`src/rtl/cpu_sequencer_pkg.sv`:
```
// cpu_sequencer_pkg: shared types, state encoding and opcode constants for the 6502 sequencer.
package cpu_sequencer_pkg;
  typedef logic [7:0] data_t;
  typedef logic [15:0] addr_t;
  typedef logic mw_t;
  typedef enum logic {MM_PC = 1'b0, MM_ADDR = 1'b1} mm_t;
  typedef enum logic [3:0] {FETCH, DECODE, LDI, OPLO, OPHI, RDABS, LDM, WRABS, HALT} seq_state_t;
  localparam data_t OP_NOP     = 8'hEA;
  localparam data_t OP_BRK     = 8'h00;
  localparam data_t OP_LDA_IMM = 8'hA9;
  localparam data_t OP_LDA_ABS = 8'hAD;
  localparam data_t OP_STA_ABS = 8'h8D;
  localparam data_t OP_JMP_ABS = 8'h4C;
endpackage

```
`src/rtl/cpu_sequencer_if.sv`:
```
// cpu_sequencer_if: memory-side bus between the sequencer and cpumemory/memmux/datapath.
interface cpu_sequencer_if;
  import cpu_sequencer_pkg::*;
  data_t mem_rdata;
  addr_t pc;
  addr_t aaddr;
  mm_t mm;
  mw_t mw;
  logic il;
  logic a_load;
  modport master (input mem_rdata, output pc, aaddr, mm, mw, il, a_load);
  modport slave (output mem_rdata, input pc, aaddr, mm, mw, il, a_load);
endinterface

```
`src/rtl/cpu_sequencer_opdecode.sv`:
```
// cpu_sequencer_opdecode: classifies an opcode into the instruction groups the FSM branches on.
module cpu_sequencer_opdecode
  import cpu_sequencer_pkg::*;
(
  input  data_t opcode,
  output logic  needs_operand,
  output logic  is_abs,
  output logic  is_jmp,
  output logic  is_store,
  output logic  is_halt,
  output logic  is_illegal
);
  assign is_jmp = opcode == OP_JMP_ABS;
  assign is_store = opcode == OP_STA_ABS;
  assign is_halt = opcode == OP_BRK;
  assign is_abs = is_jmp || is_store || opcode == OP_LDA_ABS;
  assign needs_operand = is_abs || opcode == OP_LDA_IMM;
  assign is_illegal = !(needs_operand || is_halt || opcode == OP_NOP);
endmodule

```
`src/rtl/cpu_sequencer.sv`:
```
// cpu_sequencer: Moore FSM running fetch/decode/operand/execute for the 6502 subset.
module cpu_sequencer
  import cpu_sequencer_pkg::*;
#(
  parameter addr_t RESET_PC = 16'h0000
) (
  input  logic                    clk,
  input  logic                    reset,
  input  logic                    run,
  cpu_sequencer_if.master         bus,
  output logic                    halted,
  output logic                    illegal,
  output seq_state_t              state
);
  seq_state_t state_q, state_d;
  addr_t pc_q, pc_d, aaddr_q, aaddr_d;
  data_t ir_q, ir_d, lo_q, lo_d;
  logic illegal_q, illegal_d;
  mm_t mm_q, mm_d;
  mw_t mw_q, mw_d;
  logic il_q, il_d, a_load_q, a_load_d, halted_q, halted_d;
  logic needs_operand, is_abs, is_jmp, is_store, is_halt, is_illegal;
  // In DECODE the opcode is still on the bus; afterwards the latched copy is used.
  cpu_sequencer_opdecode u_dec (
    .opcode       (state_q == DECODE ? bus.mem_rdata : ir_q),
    .needs_operand(needs_operand),
    .is_abs       (is_abs),
    .is_jmp       (is_jmp),
    .is_store     (is_store),
    .is_halt      (is_halt),
    .is_illegal   (is_illegal)
  );
  always_comb begin
    state_d = state_q;
    pc_d = pc_q;
    aaddr_d = aaddr_q;
    ir_d = ir_q;
    lo_d = lo_q;
    illegal_d = illegal_q;
    case (state_q)
      FETCH: if (run) begin
        pc_d = pc_q + 16'd1;
        state_d = DECODE;
      end
      DECODE: begin
        ir_d = bus.mem_rdata;
        if (is_halt || is_illegal) begin
          illegal_d = illegal_q | is_illegal;
          state_d = HALT;
        end else if (needs_operand) begin
          pc_d = pc_q + 16'd1;
          state_d = is_abs ? OPLO : LDI;
        end else state_d = FETCH;
      end
      OPLO: begin
        lo_d = bus.mem_rdata;
        pc_d = pc_q + 16'd1;
        state_d = OPHI;
      end
      OPHI: begin
        if (is_jmp) pc_d = {bus.mem_rdata, lo_q};
        else aaddr_d = {bus.mem_rdata, lo_q};
        state_d = is_jmp ? FETCH : is_store ? WRABS : RDABS;
      end
      RDABS: state_d = LDM;
      LDI, LDM, WRABS: state_d = FETCH;
      default: state_d = HALT;
    endcase
    mm_d = (state_d == RDABS || state_d == WRABS) ? MM_ADDR : MM_PC;
    mw_d = state_d == WRABS;
    il_d = state_d == DECODE;
    a_load_d = state_d == LDI || state_d == LDM;
    halted_d = state_d == HALT;
  end
  always_ff @(posedge clk or negedge reset) begin
    if (!reset) begin
      state_q <= FETCH;
      pc_q <= RESET_PC;
      aaddr_q <= '0;
      ir_q <= '0;
      lo_q <= '0;
      illegal_q <= 1'b0;
      mm_q <= MM_PC;
      mw_q <= 1'b0;
      il_q <= 1'b0;
      a_load_q <= 1'b0;
      halted_q <= 1'b0;
    end else begin
      state_q <= state_d;
      pc_q <= pc_d;
      aaddr_q <= aaddr_d;
      ir_q <= ir_d;
      lo_q <= lo_d;
      illegal_q <= illegal_d;
      mm_q <= mm_d;
      mw_q <= mw_d;
      il_q <= il_d;
      a_load_q <= a_load_d;
      halted_q <= halted_d;
    end
  end
  assign bus.pc = pc_q;
  assign bus.aaddr = aaddr_q;
  assign bus.mm = mm_q;
  assign bus.mw = mw_q;
  assign bus.il = il_q;
  assign bus.a_load = a_load_q;
  assign halted = halted_q;
  assign illegal = illegal_q;
  assign state = state_q;
endmodule

```
`src/flat_wrapper.sv`:
```
// flat-port wrapper written by rule: the top's interface ports become plain ports
module cpu_sequencer_flat import cpu_sequencer_pkg::*;
#(
  parameter addr_t RESET_PC = 16'h0000
)
  (clk, reset, run, halted, illegal, state, bus_mem_rdata, bus_pc, bus_aaddr, bus_mm, bus_mw, bus_il, bus_a_load);
  cpu_sequencer_if bus_i ();
  input  logic clk;
  input  logic reset;
  input  logic run;
  output logic halted;
  output logic illegal;
  output seq_state_t state;
  input wire logic [$bits(bus_i.mem_rdata)-1:0] bus_mem_rdata;
  output wire logic [$bits(bus_i.pc)-1:0] bus_pc;
  output wire logic [$bits(bus_i.aaddr)-1:0] bus_aaddr;
  output wire logic [$bits(bus_i.mm)-1:0] bus_mm;
  output wire logic [$bits(bus_i.mw)-1:0] bus_mw;
  output wire logic [$bits(bus_i.il)-1:0] bus_il;
  output wire logic [$bits(bus_i.a_load)-1:0] bus_a_load;
  assign bus_i.mem_rdata = bus_mem_rdata;
  assign bus_pc = bus_i.pc;
  assign bus_aaddr = bus_i.aaddr;
  assign bus_mm = bus_i.mm;
  assign bus_mw = bus_i.mw;
  assign bus_il = bus_i.il;
  assign bus_a_load = bus_i.a_load;
  cpu_sequencer #(.RESET_PC(RESET_PC)) u_core (.clk(clk), .reset(reset), .run(run), .bus(bus_i), .halted(halted), .illegal(illegal), .state(state));
endmodule
```
`config.mk`:
```
export PLATFORM = sky130hd
export DESIGN_NAME = cpu_sequencer_flat
export DESIGN_NICKNAME = d
export VERILOG_FILES = /design/src/rtl/cpu_sequencer_pkg.sv /design/src/rtl/cpu_sequencer_if.sv /design/src/rtl/cpu_sequencer_opdecode.sv /design/src/rtl/cpu_sequencer.sv /design/src/flat_wrapper.sv
export SDC_FILE = /design/constraint.sdc
export NUM_CORES = 1
export LEC_CHECK = 0
export ABC_AREA = 0
export CORE_UTILIZATION = 56
export DETAILED_ROUTE_END_ITERATION = 16
export GPL_TIMING_DRIVEN = 0
export HOLD_SLACK_MARGIN = 0.1
export PLACE_DENSITY = 0.85
export SETUP_SLACK_MARGIN = 0.5
export SLEW_MARGIN = 0
export SYNTH_ARGS = -nofsm -noshare
export SYNTH_HDL_FRONTEND = slang
export SYNTH_SLANG_ARGS = --single-unit
```
`constraint.sdc`:
```
create_clock -name clk -period 3.2 [get_ports clk]
set_clock_uncertainty 0.1 [all_clocks]
set_input_delay 0.48 -clock clk [delete_from_list [all_inputs] [get_ports clk]]
set_output_delay 0.48 -clock clk [all_outputs]
set_load 0.02 [all_outputs]
```
==> summary.md <==
| Metric | Value |
|---|---|
| Die Wd | between 70 and 80 µm |
| WL met3 | between 600 and 700 µm |
| Power Total | between 2 and 2.5 mW |
| Final Slew Violations | 0 |
| Syn Nets | between 200 and 300 |
| Antenna-violating nets left | 0 |
| Top_reg_cell synth | dfrtp_1 |
| Met2 wire len | roughly 3600 µm |
| Grt ovf | 0 |
| PortBufs | 51 |
| Critical-path cell list | clkbuf_1 -> nor4b_4 -> or4_4 -> nor2_2 -> nor2_1 -> o22a_1 |
| CP delay by family, top | simple AND/OR/NAND/NOR gates |
| Worst vdd ir | 0.4966 mV |
| Slew at the pin closest to its max-slew limit | 0.7014 ns |
| HP Class | reg -> reg |
| Nature of the critical path endpoint | flip-flop |
| Final setup fails | 0 |
| Status | finished clean |
| Min Hold Slack | 0.3625 ns |
| Fill cell count | 329 |
| Storage cell area | about 0.0015 mm² |
| Total die area | around 0.0054 mm² |
| Final Wtd Congestion | about 0.91 |
| Worst Setup Slack, final | 0.6463 ns |
| Critical path data arrival time | 2.68 ns |
| Req. time, crit path | 3.33 ns |
| Vias | 2,582 |
| H-tree depth | 3 |
| Clock power frac | 0.312 |
| Pre-CTS setup slack | -0.2324 ns |
| Die Ht | 73.17 µm |
| Post-Synthesis Cell Area | 0.002836 mm² |
| Synth Area per Inst | ~10 µm² |
| EDFF count, synth | 0 |
| Top sig layer | met4 |
| Max stage delay on crit path | 0.62 ns |
| Diode count | 0 |
| CP Launch Type | flip-flop |
| PD cells | 570.2 mW/mm² |
| Leakage dissipation | 1.618 nW |
| Post-DP HPWL | 5138 µm |
| Max Clk Rate | 0.3916 GHz |
| Initial antenna violation count | 0 |
| Post-synthesis cell type count | 54 |
| Root Buffer | clkbuf_8 |
| Fraction of power spent switching nets | 0.3281 |
| # DRC | 0 |
| Vias in the first global route | 2,451 |
| Initial Utilization | 0.5927 |
| Slew headroom | 0.5324 |
| Clk sinks | between 50 and 60 |
| Fin util | 0.7744 |
| Register bit total from synthesis | 58 |
| Skew-Pair Late Insertion Delay | ~0.34 ns |
| Synthesis-to-finish area growth | 30.66% |
| Share of cells above drive strength 1 | 0.1873 |
| CP Class | reg -> reg |
| GRT Resource Usage Total | 0.3081 |
| Worst-path clk slew | around 0.070 ns |
| CTS Buf Count | 9 |
| Async set-reset flop share out of synthesis | 1.000 |
| NumNets Final | 354 |
| Fin crit share | 0.7980 |
| Total Wirelength | 7583 µm |
| Final min period | 2.554 ns |
| CTS max path bufs | 2 |
| Power Internal | ~1.4 mW |
| Ys Warns | 0 |
| WL/cell | 18.32 µm |
| Post-synthesis sequential area ratio | 0.5117 |
| CTS tree | done |
| DRT met1 WL | 3191 µm |
| Slowest cell on crit path | or4_4 |
| Sequential share of power | 0.448 |
| Combinational group share of total power | 0.240 |
| WP buf/inv | 1 |
| RSZ-0062 raised after global routing | no |
| DR iter-0 viols | 345 |
| Global-route wire length before repair | about 12,000 µm |
| Mapped Cells | 275 |
| Net switching power figure | 0.6932 mW |
| Critical path peak fanout | 10 |
| Row count | 25 |
| Vias per std cell | 6.237 |
| Core area | about 0.0048 mm² |
| Initial DRT Pass Iterations | 6 |
| Largest net degree at the start of global routing | 32 |
| # IOs | 53 |
| Multi-input gate area | 0.001326 mm² |
| Final hold violations | 0 |
| Max-cap check violation count | 0 |
synth_stat cells (2+ instances only):
| library cell | count | area share |
|---|---|---|
| buf_2 | 4 | 0.0071 |
| dfrtp_1 | 58 | 0.51 |
| nand3_1 | 13 | 0.023 |
| a2bb2oi_1 | 4 | 0.012 |
| nand3b_1 | 4 | 0.011 |
| mux2_2 | 24 | 0.095 |
| a21oi_1 | 13 | 0.023 |
| o2bb2ai_1 | 2 | 0.0062 |
| inv_1 | 5 | 0.0066 |
| nand2_1 | 33 | 0.044 |
| nor3_1 | 6 | 0.011 |
| nand2b_1 | 3 | 0.0066 |
| nor2b_1 | 2 | 0.0044 |
| o21ai_0 | 15 | 0.026 |
| or2_2 | 2 | 0.0044 |
| o22ai_1 | 5 | 0.011 |
| a22o_1 | 2 | 0.0062 |
| a31oi_1 | 5 | 0.011 |
| nor2_1 | 16 | 0.021 |
| clkbuf_1 | 8 | 0.011 |
| buf_6 | 2 | 0.0079 |
| and3_1 | 3 | 0.0066 |
| o31ai_1 | 3 | 0.0079 |
| mux2i_1 | 3 | 0.011 |
| nand4_1 | 5 | 0.011 |
| o211ai_1 | 2 | 0.0053 |
| nor4_1 | 6 | 0.013 |
cell usage in the layout (no fill, tap or decap), types with 5 or more instances in the layout:
master / n
nor3_1: 6
dfrtp_1: 58
clkdlybuf4s50_1: 50
nor4_1: 5
mux2_2: 24
clkbuf_1: 6
nor2_1: 16
a21oi_1: 13
buf_2: 5
clkbuf_8: 9
inv_1: 5
o21ai_0: 15
nand3_1: 13
nand2_1: 32
o22ai_1: 5
nand4_1: 5
layout make-up:
type,instances,area share
buffer,14,0.01992
clock buffer,9,0.03342
clock inverter,7,0.01891
inverter,5,0.005064
multi-input combinational,198,0.3579
sequential,58,0.3916
tap,67,0.02262
timing repair buffer,56,0.1506
layer usage:
metal,vias to the layer above,track usage
met4,0,0.1547
li1,1150,-
met1,1238,0.4277
met3,18,0.06492
met5,-,0
met2,176,0.4578
stage by stage:
step,area [µm²],setup TNS (ns),std cells
finish,3706,0,414
CTS,3671,0,411
global placement,3431,-9.189,393
floorplan,2836,0,275
detailed placement,3446,-1.120,394
global route,3706,0,414
final timing paths:
| path | startpoint | slack [ns] | endpoint | cells after the start |
|---|---|---|---|---|
| worst max-delay path | u_core.state[3] | 0.65 | u_core.bus.pc[8] | 6 |
| worst min-delay path | u_core.illegal | 0.36 | u_core.illegal | 1 |
| worst max register to register | u_core.state[3] | 0.65 | u_core.bus.pc[8] | 6 |
| worst min register to register | u_core.illegal | 0.36 | u_core.illegal | 1 |
| max in group asynchronous | reset | 1.79 | u_core.bus.aaddr[6] | 3 |
| min in group asynchronous | reset | 0.62 | u_core.bus.aaddr[12] | 2 |
power groups by stage:
stage | Sequential, mW | Clock, mW | Combinational (mW)
final | 0.947 | 0.659 | 0.507
after global routing | 0.959 | 0.693 | 0.547
after CTS | 0.942 | 0.670 | 0.490
after detailed placement | 0.957 | 0 | 0.482
after global placement | 0.949 | 0 | 0.462
after floorplan | 0.991 | 0 | 0.225
worst register-to-register path: cells and delay by family, from the launching register on:
kind | cells | cell delay [ns]
AO/OA/AOI/OAI | 1 | 0.27
buffers and inverters | 1 | 0.35
flip-flops | 1 | 0.34
AND/OR/NAND/NOR | 4 | 1.39
registers in the layout, indices dropped and copies added, names as in the netlist:
register	flops
u_core.bus.a_load	1
u_core.bus.il	1
u_core.ir_q	8
u_core.bus.pc	16
u_core.bus.aaddr	16
u_core.bus.mm	1
u_core.bus.mw	1
u_core.halted	1
u_core.state	4
u_core.lo_q	8
u_core.illegal	1
repair_timing:
item | 4_1_cts | 5_1_grt
setup endpoints to repair | 12 | 22
setup buffers | 0 | 3
hold endpoints to repair | 21 | 0
pin swaps | 0 | 1
resized for setup | 3 | 5
hold buffers | 1 | 0
cells by family after synthesis:
group                      Yosys count  synth area share
DFF                                 58            0.5117
muxes                               27            0.1059
AOI/OAI and AO/OA                   62            0.1420
and+or+nand+nor                    107            0.2007
adders and majority gates            1          0.004410
buffers and inverters               19           0.03220
xor gates and xnor gates             1          0.003088
Power figures use the tool's default switching activity.
==> RTL edit: new RTL, config.mk and constraints unchanged <==
The output `halted` loses its register stage (`halted_q` becomes a continuous assignment).
--- a/src/rtl/cpu_sequencer.sv
+++ b/src/rtl/cpu_sequencer.sv
@@ -84,7 +84,6 @@
       mw_q <= 1'b0;
       il_q <= 1'b0;
       a_load_q <= 1'b0;
-      halted_q <= 1'b0;
     end else begin
       state_q <= state_d;
       pc_q <= pc_d;
@@ -96,9 +95,10 @@
       mw_q <= mw_d;
       il_q <= il_d;
       a_load_q <= a_load_d;
-      halted_q <= halted_d;
     end
   end
+
+  assign halted_q = halted_d;
   assign bus.pc = pc_q;
   assign bus.aaddr = aaddr_q;
   assign bus.mm = mm_q;
Behaviour: not the same (a bounded check fails within 4 cycles, from zero or initial values and one cycle with reset low).
==> RTL edit against the original RTL <==
Worst setup slack worse by 200 ps. Fmax down 7.2%. Via count up 4.1%. Sequential cell count down 1. Power up 5.0%. Cell area up 2.8%. Wire length up 7.0%. Synthesized area down 0.88%. Largest cell class unchanged. Highest routed layer unchanged.
==> RTL edit: results (changes against the original RTL) <==
stage,metric,value,unit,change
outcome,status,finished clean,,
synth,synth_nets,286,,-0.35%
synth,synthArstFlopShare,1.00,,unchanged
worst_setup_path,crit_arrival,2170,ps,-510 ps
placement,dp.cells,393,,-0.25%
grt,gr-usage-all-layers,0.309,,+0.00122
synth,ys_seq_area_frac,0.507,,-0.00435
worst_setup_path,cp_top_family,simple AND/OR/NAND/NOR gates,,
placement,place_hpwl,4790,µm,-6.7%
clock_tree,cts_buffers,9,,unchanged
grt,grt_pass1_wl,12100,µm,-0.16%
power_and_ir_drop,pg_clk,0.753,mW,+14%
worst_setup_path,reg2reg_depth,6,,unchanged
sta,post-route-min-period,2750,ps,+197 ps
route,dr.pass1.iters,5,,-1
worst_setup_path,path_max_fanout,9,,-1
synth,yosys-top-cells-count,"dfrtp_1, nand2_1, mux2_2",,
finish,fill_cells,318,,-3.3%
worst_setup_path,slowest_delay,400,ps,-220 ps
synth,syn_inst,274,,-0.36%
worst_hold_path,hp-class,input port to async pin,,
synth,synth-adder-area-share,0.00445,,+0.0000393
finish,drive_gt1_frac,0.222,,+0.0343
finish,final_nets,359,,+1.4%
power_and_ir_drop,switching_share,0.318,,-0.0102
grt,grt_pass1_vias,2398,,-2.2%
placement,post-place-ws,-239,ps,-6.60 ps
placement,dpl-instance-area,3420,µm²,-0.73%
grt,grt_max_degree,33,,+3.1%
route,avgRoutedWirePerCell,19.4,µm,+5.7%
finish,stdcell_count,419,,+1.2%
route,drtIter0Drc,354,,+2.6%
sta,tightest_slew,706,ps,+4.55 ps
clock_tree,h-tree-depth,3,,unchanged
finish,diodes,0,,unchanged
clock_tree,post_cts_buffers,6,,+6
worst_setup_path,crit_path_end,halted,,
sta,holdWs,81.7,ps,-281 ps
finish,final_util,0.796,,+0.0217
synth,synth_compound_area_frac,0.143,,+0.00126
worst_setup_path,cp-startpoint,u_core.state[1],,
worst_setup_path,rrSetupSlack,700,ps,+50 ps
route,num_vias,2688,,+4.1%
worst_setup_path,cp_slowest_cell,dfrtp_1,,
clock_tree,postCtsResizedCells,25,,+22
power_and_ir_drop,seqPwrFrac,0.420,,-0.028
power_and_ir_drop,pwr_density_cell,582,nW/µm²,+2.1%
synth,synth_xor_area_frac,0.00312,,+0.0000275
placement,gp_congestion,0.902,,-0.41%
clock_tree,clockRootBuffer,clkbuf_8,,
worst_setup_path,reg2reg_from,u_core.state[0],,
synth,muxShareOfSynthArea,0.107,,+0.000942
synth,post_synth_main_area_contributors,"dfrtp_1, mux2_2, nand2_1",,
power_and_ir_drop,peakVddDrop,600,µV,+21%
power_and_ir_drop,leakage,1.70,nW,+4.9%
RTL edit: cell count changes after synthesis, sizes merged:
cell,change
dfrtp,-1
RTL edit: metal layers:
metal / wire (µm) / track usage / up-vias / share of wire
met5: 0 / 0 / - / 0
met4: 398 / 0.148 / 0 / 0.049
met3: 726 / 0.0635 / 51 / 0.089
met2: 3680 / 0.477 / 187 / 0.45
met1: 3310 / 0.420 / 1289 / 0.41
li1: - / - / 1161 / -
RTL edit: final cells by class:
class	count	area share
plain buffers	14	0.0266
clock buffers	11	0.0371
clock inverters	5	0.0207
inverters	5	0.00493
multi-input cells	198	0.357
flip-flops and latches	57	0.374
well taps	67	0.0220
repair buffers	62	0.157
RTL edit: cells by family (layout without fill, tap and decap cells):
family	count (synthesis)	after routing
flip-flops	57	57
multiplexers	27	27
adder cells (fa/ha/maj)	1	1
AO/OA/AOI/OAI	62	62
XOR/XNOR	1	1
AND/OR/NAND/NOR	107	107
buffers and inverters	19	97
